`config.mk`:
```
export PLATFORM = sky130hd
export DESIGN_NAME = wheels_pwm
export DESIGN_NICKNAME = d
export VERILOG_FILES = /design/src/rtl/wheels_pwm.sv
export SDC_FILE = /design/constraint.sdc
export NUM_CORES = 1
export LEC_CHECK = 0
export CAP_MARGIN = 30
export CORE_ASPECT_RATIO = 0.9
export CORE_UTILIZATION = 47
export CTS_BUF_LIST = sky130_fd_sc_hd__clkbuf_4 sky130_fd_sc_hd__clkbuf_8
export DETAILED_ROUTE_END_ITERATION = 8
export PLACE_DENSITY = 0.75
export SKIP_CTS_REPAIR_TIMING = 1
export SYNTH_ARGS = -nofsm -noshare
export SYNTH_HDL_FRONTEND = slang
export SYNTH_SLANG_ARGS = --single-unit
export TNS_END_PERCENT = 10
```
`constraint.sdc`:
```
create_clock -name clk -period 3.3 [get_ports clk]
set_input_delay 0.99 -clock clk [delete_from_list [all_inputs] [get_ports clk]]
set_output_delay 0.99 -clock clk [all_outputs]
set_load 0.02 [all_outputs]
```
`src/rtl/wheels_pwm.sv`:
```
// Two-channel H-bridge PWM drive with reversal dead time.
// Optional duty ramping: define WHEELS_RAMP_EN.
module wheels_pwm #(
  parameter int PWM_BITS    = 8,
  parameter int PRESCALE    = 100,
  parameter int DEAD_CYCLES = 5000,
  parameter int RAMP_STEP   = 8
) (
  input  logic                clk,
  input  logic                rst_n,
  input  logic [2:0]          state,
  input  logic [PWM_BITS-1:0] speed,
  output logic [1:0]          right,
  output logic [1:0]          left,
  output logic                busy
);

  localparam int PW = (PRESCALE > 1) ? $clog2(PRESCALE) : 1;
  localparam int DW = (DEAD_CYCLES > 1) ? $clog2(DEAD_CYCLES) : 1;
  localparam logic [PW-1:0] PRE_LAST = PW'(PRESCALE - 1);
  localparam logic [DW-1:0] DEAD_LD  = DW'(DEAD_CYCLES - 1);

  typedef enum logic [1:0] {
    ST_STOP,
    ST_RUN,
    ST_DEAD
  } wst_t;

  typedef enum logic [1:0] {
    D_STOP,
    D_FWD,
    D_REV
  } dir_t;

  // A non-positive step would freeze the ramp.
  if (RAMP_STEP < 1) begin : g_ramp_step_invalid
  end

  logic [2:0]          state_q;
  logic [PWM_BITS-1:0] speed_q;
  logic [PW-1:0]       pre_q;
  logic [PW-1:0]       pre_d;
  logic [PWM_BITS-1:0] cnt_q;
  logic [PWM_BITS-1:0] cnt_d;
  logic                tick;
  logic                wrap;
  logic                busy_q;
  logic                busy_d;
  dir_t                cmd [2];
  logic [1:0]          drv [2];
  logic [1:0]          in_dead;

  // Capture command and speed every cycle.
  always_ff @(posedge clk or negedge rst_n) begin
    if (!rst_n) begin
      state_q <= 3'b011;
      speed_q <= '0;
    end else begin
      state_q <= state;
      speed_q <= speed;
    end
  end

  assign tick = (pre_q == PRE_LAST);
  assign wrap = tick && (cnt_q == '1);

  // Shared prescaler and PWM counter next state.
  always_comb begin
    pre_d = tick ? '0 : pre_q + 1'b1;
    cnt_d = tick ? cnt_q + 1'b1 : cnt_q;
  end

  // Shared prescaler and PWM counter registers.
  always_ff @(posedge clk or negedge rst_n) begin
    if (!rst_n) begin
      pre_q <= '0;
      cnt_q <= '0;
    end else begin
      pre_q <= pre_d;
      cnt_q <= cnt_d;
    end
  end

  // Motion command to per-wheel direction; [0] right, [1] left.
  always_comb begin
    cmd[0] = D_STOP;
    cmd[1] = D_STOP;
    unique case (state_q)
      3'b000: begin
        cmd[0] = D_FWD;
        cmd[1] = D_FWD;
      end
      3'b001: cmd[1] = D_FWD;
      3'b010: cmd[0] = D_FWD;
      3'b100: begin
        cmd[0] = D_REV;
        cmd[1] = D_FWD;
      end
      3'b101: begin
        cmd[0] = D_REV;
        cmd[1] = D_REV;
      end
      default: begin
        cmd[0] = D_STOP;
        cmd[1] = D_STOP;
      end
    endcase
  end

  for (genvar w = 0; w < 2; w++) begin : g_wheel
    wst_t                st_q;
    wst_t                st_d;
    dir_t                dir_q;
    dir_t                dir_d;
    logic [DW-1:0]       dead_q;
    logic [DW-1:0]       dead_d;
    logic [PWM_BITS-1:0] duty_q;
    logic [PWM_BITS-1:0] duty_d;
    logic [PWM_BITS-1:0] duty_nx;
    logic                on;

`ifdef WHEELS_RAMP_EN
    localparam int STEP_SAT =
      (RAMP_STEP > (1 << PWM_BITS)) ? (1 << PWM_BITS) :
      (RAMP_STEP < 1) ? 1 : RAMP_STEP;
    localparam logic [PWM_BITS:0] STEP = (PWM_BITS+1)'(STEP_SAT);
    logic [PWM_BITS:0] cur;
    logic [PWM_BITS:0] tgt;
    logic [PWM_BITS:0] up;
    logic [PWM_BITS:0] dn;

    // Move duty one step toward speed, clamping at speed.
    always_comb begin
      cur = {1'b0, duty_q};
      tgt = {1'b0, speed_q};
      up  = cur + STEP;
      dn  = (cur >= STEP) ? cur - STEP : '0;
      duty_nx = speed_q;
      if (cur < tgt) begin
        duty_nx = (up > tgt) ? speed_q : up[PWM_BITS-1:0];
      end else begin
        duty_nx = (dn < tgt) ? speed_q : dn[PWM_BITS-1:0];
      end
    end
`else
    assign duty_nx = speed_q;
`endif

    assign on = (duty_q == '1) || (cnt_q < duty_q);
    assign drv[w] = (st_q == ST_RUN && on) ?
                    ((dir_q == D_REV) ? 2'b10 : 2'b01) : 2'b00;
    assign in_dead[w] = (st_d == ST_DEAD);

    // Wheel FSM: STOP / RUN / DEAD with duty and dead counter.
    always_comb begin
      st_d   = st_q;
      dir_d  = dir_q;
      dead_d = dead_q;
      duty_d = duty_q;
      unique case (st_q)
        ST_STOP: begin
          duty_d = '0;
          dead_d = '0;
          if (cmd[w] != D_STOP) begin
            st_d  = ST_RUN;
            dir_d = cmd[w];
          end
        end
        ST_RUN: begin
          if (cmd[w] == D_STOP) begin
            st_d   = ST_STOP;
            duty_d = '0;
          end else if (cmd[w] != dir_q) begin
            st_d   = ST_DEAD;
            dir_d  = cmd[w];
            dead_d = DEAD_LD;
            duty_d = '0;
          end else if (wrap) begin
            duty_d = duty_nx;
          end
        end
        ST_DEAD: begin
          if (cmd[w] == D_STOP) begin
            st_d   = ST_STOP;
            dead_d = '0;
          end else if (cmd[w] != dir_q) begin
            dir_d  = cmd[w];
            dead_d = DEAD_LD;
          end else if (dead_q == '0) begin
            st_d = ST_RUN;
          end else begin
            dead_d = dead_q - 1'b1;
          end
        end
        default: begin
          st_d   = ST_STOP;
          dir_d  = D_STOP;
          dead_d = '0;
          duty_d = '0;
        end
      endcase
    end

    // Wheel state registers.
    always_ff @(posedge clk or negedge rst_n) begin
      if (!rst_n) begin
        st_q   <= ST_STOP;
        dir_q  <= D_STOP;
        dead_q <= '0;
        duty_q <= '0;
      end else begin
        st_q   <= st_d;
        dir_q  <= dir_d;
        dead_q <= dead_d;
        duty_q <= duty_d;
      end
    end
  end

  assign busy_d = |in_dead;

  // busy tracks the DEAD state of either wheel, cycle-aligned.
  always_ff @(posedge clk or negedge rst_n) begin
    if (!rst_n) busy_q <= 1'b0;
    else        busy_q <= busy_d;
  end

  assign right = drv[0];
  assign left  = drv[1];
  assign busy  = busy_q;

endmodule

```
==> results.py <==
metrics = {
    "status": {
        "status": "completed",
    },
    "logic_synthesis": {
        "synth_top_area_frac": 0.423,
        "synth.area.top_cells": "dfrtp_1, ha_1, o21ai_0, nand2_1, nor2_1",
        "yosysSeqAreaShare": 0.435,
        "syn_nets": 514,
        "synth_area_mm2": 0.00443,
        "syn_inst": 474,
        "synth_cell_types": 65,
        "synth_edf_count": 0,
        "yosysTopAreaCell": "dfrtp_1",
        "ys.flop_type": "dfrtp_1",
        "syn_avg_cell_area_um2": 9.35,
        "synthArstFlopShare": 1.00,
        "synth_warnings": 0,
        "ys_seq_elements": 77,
    },
    "final_layout": {
        "antenna_cells": 0,
        "utilization": 0.543,
        "design_area_mm2": 0.00496,
        "drive_gt1_frac": 0.0798,
        "area_delta_synth_final_pct": 11.9,
        "final_net_count": 536,
    },
    "sta": {
        "slew_violations": 0,
        "slew_headroom": 0.594,
        "setup_violations": 0,
        "fmax_mhz": 311,
        "max_slew.worst_pin.slew_ns": 0.592,
        "fin_crit_ns": 3.22,
        "clock_skew_ns": 0.0126,
        "rsz0062_at_grt": "false",
        "fin_crit_sh": 0.974,
        "hold_viol_final": 0,
    },
    "job": {
        "max_cap_violations": 0,
    },
    "global_route": {
        "antenna_found_initial": 0,
        "grt.total_usage": 0.205,
        "grt_pass1_vias": 3336,
        "grt_pass1_wl_mm": 15.9,
        "grt_overflow": 0,
        "grt_max_degree": 78,
    },
    "floorplan": {
        "start_util": 0.486,
        "coreArea_mm2": 0.00913,
        "fp.dieArea_mm2": 0.00982,
        "ios": 18,
        "row_count": 33,
        "die_height_um": 94.1,
        "die_x_um": 104,
    },
    "setup_path": {
        "r2r-start": "state_q[2]$_DFF_PN0_",
        "regToRegSetupSlack_ns": 0.83,
        "worstSetupStartpointType": "register",
        "required_ns": 2.31,
        "critPathArrivalTime_ns": 2.23,
        "r2r_cells": 6,
        "crit_start": "g_wheel[0].duty_q[5]$_DFFE_PN0P_",
        "reg2reg_to": "g_wheel[0].dead_q[4]$_DFFE_PN0P_",
        "path_class": "reg -> out",
        "crit_fanout": 2,
        "crit_path_end_kind": "output port",
        "worstSetupEndpoint": "right[1]",
    },
    "clock_tree": {
        "cts_root_buf": "clkbuf_8",
        "clock-sinks": 77,
        "numCtsBuffers": 9,
        "clk_pin_slew_ns": 0.09,
        "cts_tree": "built",
        "insertion_delay_ns": 0.37,
        "clockBufferDepth": 2,
        "htreeDepth": 3,
    },
    "route": {
        "postRouteAntennaNets": 0,
        "num_vias": 3474,
        "drc": 0,
        "vias_per_cell": 5.58,
        "drt-total-wl_mm": 9.32,
        "wire_per_inst_um": 15.0,
        "dr.pass1.iters": 4,
        "first_iter_violations": 175,
    },
    "power": {
        "p_leak_nw": 2.20,
        "ir_drop_mv": 0.362,
        "power-per-cell-area_mw_per_mm2": 729,
    },
    "placed_design": {
        "gp_congestion": 0.822,
        "hpwlAfterDp_mm": 6.60,
        "port_buffers": 17,
        "dpl-instance-area_mm2": 0.00470,
    },
    "worst_hold_path": {
        "hp-class": "in -> async",
    },
}
## cell usage in the layout (no fill, tap or decap), types with 5 or more instances in the layout
| cell type | n |
|---|---|
| xor2_1 | 11 |
| clkbuf_8 | 9 |
| nand3_1 | 17 |
| nand2_1 | 57 |
| nor2_1 | 35 |
| o21ai_0 | 48 |
| nor2b_1 | 9 |
| a21o_1 | 5 |
| dfrtp_1 | 75 |
| xnor2_1 | 14 |
| nand4_1 | 9 |
| nand2b_1 | 10 |
| inv_1 | 29 |
| nor3_1 | 13 |
| ha_1 | 27 |
| clkdlybuf4s50_1 | 12 |
| a21oi_1 | 21 |
| buf_4 | 6 |
## power breakdown
part / switching (W) / internal [W] / leakage (nW)
Combinational: 0.000930 / 0.000620 / 1.08
Clock: 0.000377 / 0.000428 / 0.106
Sequential: 0.000167 / 0.00109 / 1.01
## worst min path at each step
stage | end | slack [ns] | depth (start not counted)
after floorplan | pre_q[0]$_DFF_PN0_ | 0.43 | 1
after global placement | pre_q[0]$_DFF_PN0_ | 0.45 | 1
after detailed placement | pre_q[0]$_DFF_PN0_ | 0.47 | 1
after CTS | pre_q[0]$_DFF_PN0_ | 0.48 | 1
after global routing | g_wheel[1].duty_q[0]$_DFFE_PN0P_ | 0.40 | 1
final | g_wheel[1].duty_q[0]$_DFFE_PN0P_ | 0.42 | 1
## synthesized netlist by cell type (3+ instances only)
cell type and count:
a21oi_1 21, xor2_1 11, nand2_1 57, inv_1 29
and3_1 4, o31ai_1 4, or3_1 3, o21a_1 4
a211oi_1 3, a31oi_1 4, ha_1 27, nor2b_1 9
o21ai_0 48, o21ai_1 3, buf_6 5, nand3_1 17
nor4b_1 3, o41ai_1 3, o22ai_1 3, nand2b_1 10
nor2_1 35, nor3_1 13, a22o_1 3, nand4_1 9
dfrtp_1 75, xnor2_1 14, a21o_1 5, clkbuf_1 4
## routing by layer
| metal | vias to the layer above | global-route usage | routed length [um] |
|---|---|---|---|
| met3 | 18 | 0.0395 | 349 |
| met1 | 1671 | 0.283 | 4630 |
| met5 | - | 0 | 0 |
| li1 | 1721 | - | - |
| met4 | 0 | 0.0917 | 211 |
| met2 | 64 | 0.313 | 4130 |
## layout make-up
cell class | instances | area, um2
sequential | 77 | 1930
timing repair buffer | 23 | 243
clock inverter | 7 | 97.6
inverter | 29 | 109
tap | 122 | 153
fill | 780 | 4170
multi-input combinational | 356 | 2300
clock buffer | 9 | 124
## cell families (layout without fill, tap and decap cells)
| logic type | Yosys count | count (layout) | synth area share |
|---|---|---|---|
| fa+ha+maj | 27 | 27 | 0.0762 |
| xor+xnor | 25 | 25 | 0.0494 |
| buf+inv | 41 | 68 | 0.0452 |
| compound gates | 121 | 121 | 0.176 |
| mux | 4 | 4 | 0.00960 |
| flops | 77 | 77 | 0.435 |
| simple gates | 179 | 179 | 0.209 |
## critical path, cell delays in order, from the launching register on
cell and delay (ns):
dfrtp_1 0.39, inv_1 0.08, ha_1 0.25, and3_1 0.19
a221oi_1 0.28, nand2_1 0.19, o31ai_1 0.23, dlymetal6s2s_1 0.26
## sequential cells by signal, summed over array words and instances (netlist names)
register	flops
g_wheel.st_q	4
g_wheel.dead_q	26
pre_q	7
busy	1
state_q	3
g_wheel.dir_q	4
g_wheel.duty_nx	8
cnt_q	8
g_wheel.duty_q	16
## metrics by stage
step                      setup slack (ns)  instances  TNS (ns)  hold WS [ns]  total power (W)
after global routing                0.0173        623         0         0.401          0.00389
final                               0.0845        623         0         0.419          0.00362
after global placement               0.177        606         0         0.447          0.00276
after detailed placement             0.111        606         0         0.467          0.00280
after CTS                           -0.305        622    -0.916         0.478          0.00362
after floorplan                      0.502        474         0         0.433          0.00247
No activity file was read; power rests on OpenSTA's default activity.
